**src/rtl/debounce_pkg.sv**
```systemverilog
// debounce_pkg
// Shared definitions for the push-button debouncer: the per-channel FSM
// state encoding, the default stability window and the channel count.
package debounce_pkg;

    // ESTAVEL : synchronized input matches the debounced output
    // CONTANDO: they differ, and we are counting consecutive differing cycles
    typedef enum logic {
        ESTAVEL  = 1'b0,
        CONTANDO = 1'b1
    } estado_t;

    localparam int DEBOUNCE_CYCLES_DEF = 1000;
    localparam int NUM_CANAIS          = 3;

endpackage

```
**src/rtl/debounce_canal.sv**
```systemverilog
// debounce_canal
// One debounce channel: a 2-flop synchronizer followed by a stability
// counter FSM. The output flips only after the synchronized input has
// disagreed with it for DEBOUNCE_CYCLES consecutive FSM evaluations.
// Ports:
//   clk, rst_n : clock, async active-low reset
//   btn        : raw bouncing input, asynchronous to clk
//   saida      : debounced level (registered)
//   toggle     : high in the cycle whose closing edge flips saida
module debounce_canal
    import debounce_pkg::*;
#(
    parameter int DEBOUNCE_CYCLES = DEBOUNCE_CYCLES_DEF
) (
    input  logic clk,
    input  logic rst_n,
    input  logic btn,
    output logic saida,
    output logic toggle
);

    // Wide enough for DEBOUNCE_CYCLES; the count never passes DEBOUNCE_CYCLES-1.
    localparam int CW = $clog2(DEBOUNCE_CYCLES + 1);
    localparam logic [CW-1:0] CNT_ULT = CW'(DEBOUNCE_CYCLES - 1);

    logic          s1, s2;
    estado_t       estado, estado_nxt;
    logic [CW-1:0] cnt, cnt_nxt;

    always_ff @(posedge clk or negedge rst_n) begin
        if (!rst_n) begin
            s1     <= 1'b0;
            s2     <= 1'b0;
            estado <= ESTAVEL;
            cnt    <= '0;
            saida  <= 1'b0;
        end else begin
            s1     <= btn;
            s2     <= s1;
            estado <= estado_nxt;
            cnt    <= cnt_nxt;
            saida  <= saida ^ toggle;
        end
    end

    always_comb begin
        estado_nxt = estado;
        cnt_nxt    = cnt;
        toggle     = 1'b0;
        case (estado)
            ESTAVEL: begin
                if (s2 != saida) begin
                    estado_nxt = CONTANDO;
                    cnt_nxt    = CW'(1);
                end else begin
                    cnt_nxt    = '0;
                end
            end
            CONTANDO: begin
                if (s2 == saida) begin
                    // bounce: drop the count, output untouched
                    estado_nxt = ESTAVEL;
                    cnt_nxt    = '0;
                end else if (cnt == CNT_ULT) begin
                    toggle     = 1'b1;
                    estado_nxt = ESTAVEL;
                    cnt_nxt    = '0;
                end else begin
                    cnt_nxt    = cnt + CW'(1);
                end
            end
            default: begin
                estado_nxt = ESTAVEL;
                cnt_nxt    = '0;
            end
        endcase
    end

endmodule

```
**src/rtl/debounce_entradas.sv**
```systemverilog
// debounce_entradas
// Debounces three independent raw inputs and flags, one cycle later,
// any edge on which at least one debounced output flipped.
// Ports:
//   clk, rst_n          : clock, async active-low reset
//   btn_a, btn_b, btn_c : raw bouncing inputs
//   a, b, c             : debounced levels
//   changed             : one-cycle pulse after any of a/b/c toggles
module debounce_entradas
    import debounce_pkg::*;
#(
    parameter int DEBOUNCE_CYCLES = DEBOUNCE_CYCLES_DEF
) (
    input  logic clk,
    input  logic rst_n,
    input  logic btn_a,
    input  logic btn_b,
    input  logic btn_c,
    output logic a,
    output logic b,
    output logic c,
    output logic changed
);

    logic [NUM_CANAIS-1:0] btn_vec, saida_vec, tgl_vec;

    assign btn_vec   = {btn_c, btn_b, btn_a};
    assign a         = saida_vec[0];
    assign b         = saida_vec[1];
    assign c         = saida_vec[2];

    for (genvar i = 0; i < NUM_CANAIS; i++) begin : g_canal
        debounce_canal #(
            .DEBOUNCE_CYCLES(DEBOUNCE_CYCLES)
        ) u_canal (
            .clk    (clk),
            .rst_n  (rst_n),
            .btn    (btn_vec[i]),
            .saida  (saida_vec[i]),
            .toggle (tgl_vec[i])
        );
    end

    // Registered alongside the outputs, so the pulse covers exactly the
    // cycle after the toggling edge; simultaneous toggles merge naturally.
    always_ff @(posedge clk or negedge rst_n) begin
        if (!rst_n) changed <= 1'b0;
        else        changed <= |tgl_vec;
    end

endmodule

```
**config.mk**
```make
export PLATFORM = sky130hd
export DESIGN_NAME = debounce_entradas
export DESIGN_NICKNAME = d
export VERILOG_FILES = /design/src/rtl/debounce_pkg.sv /design/src/rtl/debounce_canal.sv /design/src/rtl/debounce_entradas.sv
export SDC_FILE = /design/constraint.sdc
export NUM_CORES = 1
export LEC_CHECK = 0
export BUFFER_PORTS_ARGS = -buffer_cell sky130_fd_sc_hd__buf_4
export CAP_MARGIN = 20
export CORE_MARGIN = 3
export CORE_UTILIZATION = 62
export CTS_CLUSTER_DIAMETER = 50
export CTS_CLUSTER_SIZE = 10
export DETAILED_ROUTE_END_ITERATION = 10
export PLACE_DENSITY = 0.85
export SETUP_SLACK_MARGIN = 0.1
export SLEW_MARGIN = 20
export SYNTH_ARGS = -nofsm -noshare
export SYNTH_HDL_FRONTEND = slang
export SYNTH_SLANG_ARGS = --single-unit
```
**constraint.sdc**
```tcl
create_clock -name clk -period 3 [get_ports clk]
set_input_delay 0.45 -clock clk [delete_from_list [all_inputs] [get_ports clk]]
set_output_delay 0.45 -clock clk [all_outputs]
set_load 0.005 [all_outputs]
```
# --- Word-level counts from Yosys, hierarchy flattened ---
# Index checks and enable logic that the tools add are counted.
totals:
  elab_cells: 68
  input_bits: 5
  ff_bits: 43
classes:
  n_mux: 33
  bitwise: 6
  eq_ne: 9
  n_reduce_logical: 1
  addsub: 3
op_table:
  columns: ["cell", "count"]
  rows:
  - ["$mux 10", 6]
  - ["$pmux 10 s2", 3]
  - ["$add 10x1->10 const B", 3]
  - ["$eq 10x10->1 const B", 3]
  - ["$mux 1", 21]
  - ["$pmux 1 s2", 3]
  - ["$eq 1x1->1", 3]
  - ["$ne 1x1->1", 3]
  - ["$not 1->1", 3]
  - ["$reduce_or 3->1", 1]
  - ["$xor 1x1->1", 3]

# --- Longest topological paths before layout ---
depth:
  ltp_word: 5
  ltp_mapped: 6
  ltp_nobuf: 5

# --- Cells and area by module ---
# A second synthesis with hierarchy kept.
unflattened:
  hier_cells: 180
  hier_area_um2: 2039.5
by_module_without_submodules:
  columns: ["mod", "cells_each", "n_inst", "area_each_um2"]
  rows:
  - ["debounce_canal (g_canal[1].u_canal ...)", 59, 2, 656.9]
  - ["debounce_canal (g_canal[0].u_canal)", 60, 1, 694.4]
  - ["debounce_entradas", 2, 1, 31.3]

# --- Worst setup path before layout ---
# No wires, ideal clock.
synth_path:
  path_kind: "register -> register"
  startpoint: "register g_canal[1].u_canal.saida"
  endpoint: "register g_canal[1].u_canal.saida"
  arrival_time_ns: 1.349
  synth_period_minus_slack_ns: 1.474
  slack_ns: 1.526
  path_stages_with_launch: 5
  path_cell_list: "dfrtp_1 -> xnor2_1 -> nand2b_4 -> or4_4 -> xnor2_1"
synth_between:
  elab_chain_len: 4
synth_rtl:
  columns: ["item", "line_no", "text"]
  rows:
  - ["start, declared", "debounce_canal.sv:18", "output logic saida,"]
  - ["start signal, assigned", "debounce_canal.sv:42", "saida <= saida ^ toggle;"]
  - ["$eq 1x1->1", "debounce_canal.sv:60", "if (s2 == saida) begin"]
  - ["$mux 1", "debounce_canal.sv:60", null]
  - ["$mux 1", "debounce_canal.sv:50", "case (estado)"]
  - ["$xor 1x1->1 (*)", "debounce_canal.sv:42", null]
# Every way passes the cells marked *; elsewhere a longest branch is shown, timed or not.

# --- Final worst setup path ---
layout_path:
  startpoint: "register g_canal[2].u_canal.cnt[0]"
  endpoint: "register g_canal[2].u_canal.cnt[0]"
layout_between:
  elab_chain_len: 4
layout_rtl:
  columns: ["item", "line_no", "text"]
  rows:
  - ["start, declared", "debounce_canal.sv:28", "logic [CW-1:0] cnt, cnt_nxt;"]
  - ["start signal, assigned", "debounce_canal.sv:41", "cnt <= cnt_nxt;"]
  - ["$add 10x1->10 or $eq 10x10->1 (tied branches)", "debounce_canal.sv:69, debounce_canal.sv:64", null]
  - ["$mux 10 (*)", "debounce_canal.sv:64", "end else if (cnt == CNT_ULT) begin"]
  - ["$mux 10 (*)", "debounce_canal.sv:60", null]
  - ["$pmux 10 s2 (*)", "debounce_canal.sv:50", null]
  - ["net g_canal[2].u_canal.cnt_nxt[0]", "debounce_canal.sv:28", null]
# The timed path passes the listed nets; every way through them passes the cells marked *.

==> results.md <==
* Clock sinks at 43
* Reg-to-reg endpoint: g_canal[2].u_canal.cnt[0]$_DFF_PN0_
* Clock tree buffer depth at 2
* Gate power share at 4.5%
* Die area at 3690 um^2
* Pleak at 0.860 nW
* CP arrival at 1.83 ns
* NetSw at 0.198 mW
* Initial Utilization at 66.1%
* Internal Pwr Total at 0.716 mW
* Initial antenna violation count at 0
* Primary flip-flop cell chosen by synthesis mapping: dfrtp_1
* Vias per inst at 5.52
* Diode count at 0
* Setup bufs post-CTS at 0
* Flops & latches, synth at 43
* Register area share after synthesis at 58.0%
* Clock Power Share at 29.8%
* Via count at 1170
* Routed Antenna Nets at 0
* Final Setup Violations at 0
* Slew of the pin with the lowest slew margin at 0.500 ns
* Post-CTS sizing at 0
* Cell variety after synth at 23
* Syn. warnings at 0
* Rows at 19
* Core box area at 2810 um^2
* Max Cap Viol at 0
* Detailed placer's ending HPWL at 2150 um
* Peak supply drop at 288 uV
* Clk root buf: clkbuf_4
* Global-route wire length before repair at 5250 um
* Synth top area share at 58.0%
* WP buf/inv at 0
* Ys async rst share at 100%
* R2R setup slack at 1.38 ns
* Setup TNS at 0 ns
* Post-synth EDFFs at 0
* Synth Instances at 169
* Relative slew slack at 66.7%
* NumNets Final at 189
* CP Launch Type: register
* Cts bufs inserted at 5
* Most common cell in the netlist: dfrtp_1
* Area leader, netlist: dfrtp_1
* First-pass DRT Iterations at 4
* Crit path cell chain: ha_1 -> nand4b_1 -> nor3_1 -> or2_1 -> o22ai_1
* Largest net degree at the start of global routing at 44
* DR WL/cell at 13.6 um
* Ports at 9
* GP Congestion at 0.842
* Area grow syn2layout at 7.55%
* Worst setup EP type: register
* Avg Cell Area, Syn at 11.0 um^2
* Critical Path Max Stage Delay at 0.42 ns
* Residual DRC at 0
* Clock H-tree levels at 2
* Pwr dens at 458 nW/um^2
* Final hold violation count at 0
* Clock Pin Slew Worst Setup and Hold Paths at 0.12 ns
* Top post-synthesis cells by area: dfrtp_1 58%, xnor2_1 9.9%, nor2_1 6.1%, xor2_1 4.2%, nand3_1 2.7%
* Switching share of power at 21.7%
* List of most frequent post-synthesis cells: 43 x dfrtp_1, 30 x nor2_1, 21 x xnor2_1
* Netlist Area Pre-Place at 1860 um^2
* Tot GR Track Use at 19.7%
* Overflow after GRT at 0
* RSZ-0062 raised after global routing: no
* Clk Latency, worst-skew pair at 0.33 ns
* Post-Syn Nets at 177
* Reg power frac at 65.7%
* Tmin final at 1.62 ns
* Critical-path maximum fanout at 9
* Die Ht at 60.7 um
* Total Wirelength at 2890 um
* Top delay family on crit path: simple AND/OR/NAND/NOR gates
* Worst hold margin at 0.0695 ns
* Port Buffers at 8
* Fin. max-slew vios at 0
* Hold Crit Class: input pin to async pin
* Max Freq at 0.618 GHz
* Tcrit/Tclk final at 53.9%
* Hold_buf cts at 0
* R2R cell count at 5
* Critical Path RT at 3.22 ns
* Vias in the first global route at 1220
* R2r startpoint: g_canal[2].u_canal.cnt[0]$_DFF_PN0_
* Worst path slowest cell: dfrtp_1
* Width of the die at 60.7 um
* TritonCTS clock tree: built
* Crit Path Category: register to register
* Clock Skew at 0.0127 ns
* Initial DRC count at 99
* Layout cell share with drive strength beyond 1 at 11.6%
* Outcome: completed
## logic make-up after synthesis
group	Yosys count	synth area share [%]
AO/OA/AOI/OAI	6	1.82
XOR/XNOR	30	14.2
buffers and inverters	6	1.42
adder cells (fa/ha/maj)	3	2.02
flip-flops	43	58.0
AND/OR/NAND/NOR	81	22.6
## per-layer routing
metal	share of wire [%]	global-route usage, %
met1	45	25.1
met2	49	31.0
met3	3.8	4.89
met4	1.7	11.1
met5	0	0
## placed cells by master, fill, tap and decap left out
cell	n
or2_2	2
clkbuf_4	5
xor2_1	9
or4_4	2
nand4b_1	3
nand2b_4	2
or2_1	1
a21oi_1	3
inv_1	3
nand2b_1	2
and3_1	5
o22ai_1	3
nor3_1	8
buf_4	8
nand2_1	9
clkbuf_8	1
nor2_1	30
nor4_1	1
clkinv_2	1
xnor2_1	21
dfrtp_1	43
nand4_1	4
nand3_1	10
and2_1	1
or3_1	1
ha_1	3
## power groups by stage
stage	clock network, mW	logic, mW	registers [mW]
after floorplan	0	0.0237	0.610
after global placement	0	0.0400	0.611
after detailed placement	0	0.0425	0.612
after CTS	0.283	0.0427	0.601
after global routing	0.308	0.0472	0.603
final	0.272	0.0413	0.600
## worst max path at each step
stage,start,endpoint,depth (start not counted)
floorplan,g_canal[1].u_canal.saida$_DFF_PN0_,g_canal[1].u_canal.saida$_DFF_PN0_,4
global placement,g_canal[1].u_canal.saida$_DFF_PN0_,g_canal[1].u_canal.saida$_DFF_PN0_,4
detailed placement,g_canal[2].u_canal.cnt[0]$_DFF_PN0_,g_canal[2].u_canal.cnt[0]$_DFF_PN0_,5
CTS,g_canal[2].u_canal.cnt[0]$_DFF_PN0_,g_canal[2].u_canal.cnt[0]$_DFF_PN0_,5
global route,g_canal[0].u_canal.cnt[0]$_DFF_PN0_,g_canal[0].u_canal.cnt[0]$_DFF_PN0_,5
finish,g_canal[2].u_canal.cnt[0]$_DFF_PN0_,g_canal[2].u_canal.cnt[0]$_DFF_PN0_,5
## per-stage QoR
step	std cells	total power [mW]	utilization [%]	cell area [um^2]	setup slack, ns
6_report	212	0.914	71.1	2000	1.38
3_5_place_dp	205	0.654	69.1	1940	1.42
3_3_place_gp	205	0.651	69.1	1940	1.50
4_1_cts	212	0.926	71.1	2000	1.39
5_1_grt	212	0.958	71.1	2000	1.24
2_1_floorplan	169	0.633	-	1860	1.53
## area by class of cell
type,count,area (um^2)
clock buffers,6,51.3
multi-input cells,120,753
repair buffers,8,60.1
well taps,31,38.8
flip-flops and latches,43,1080
inverters,3,11.3
clock inverters,1,5.00
fillers,208,810
## sequential cells by signal (all words and copies together) (netlist names)
signal and cells:
g_canal.u_canal.s1 3, g_canal.u_canal.saida 3, g_canal.u_canal.s2 3, g_canal.u_canal.cnt 30, g_canal.u_canal.estado 3, changed 1
Note: power is estimated with default switching activity, not from simulation.
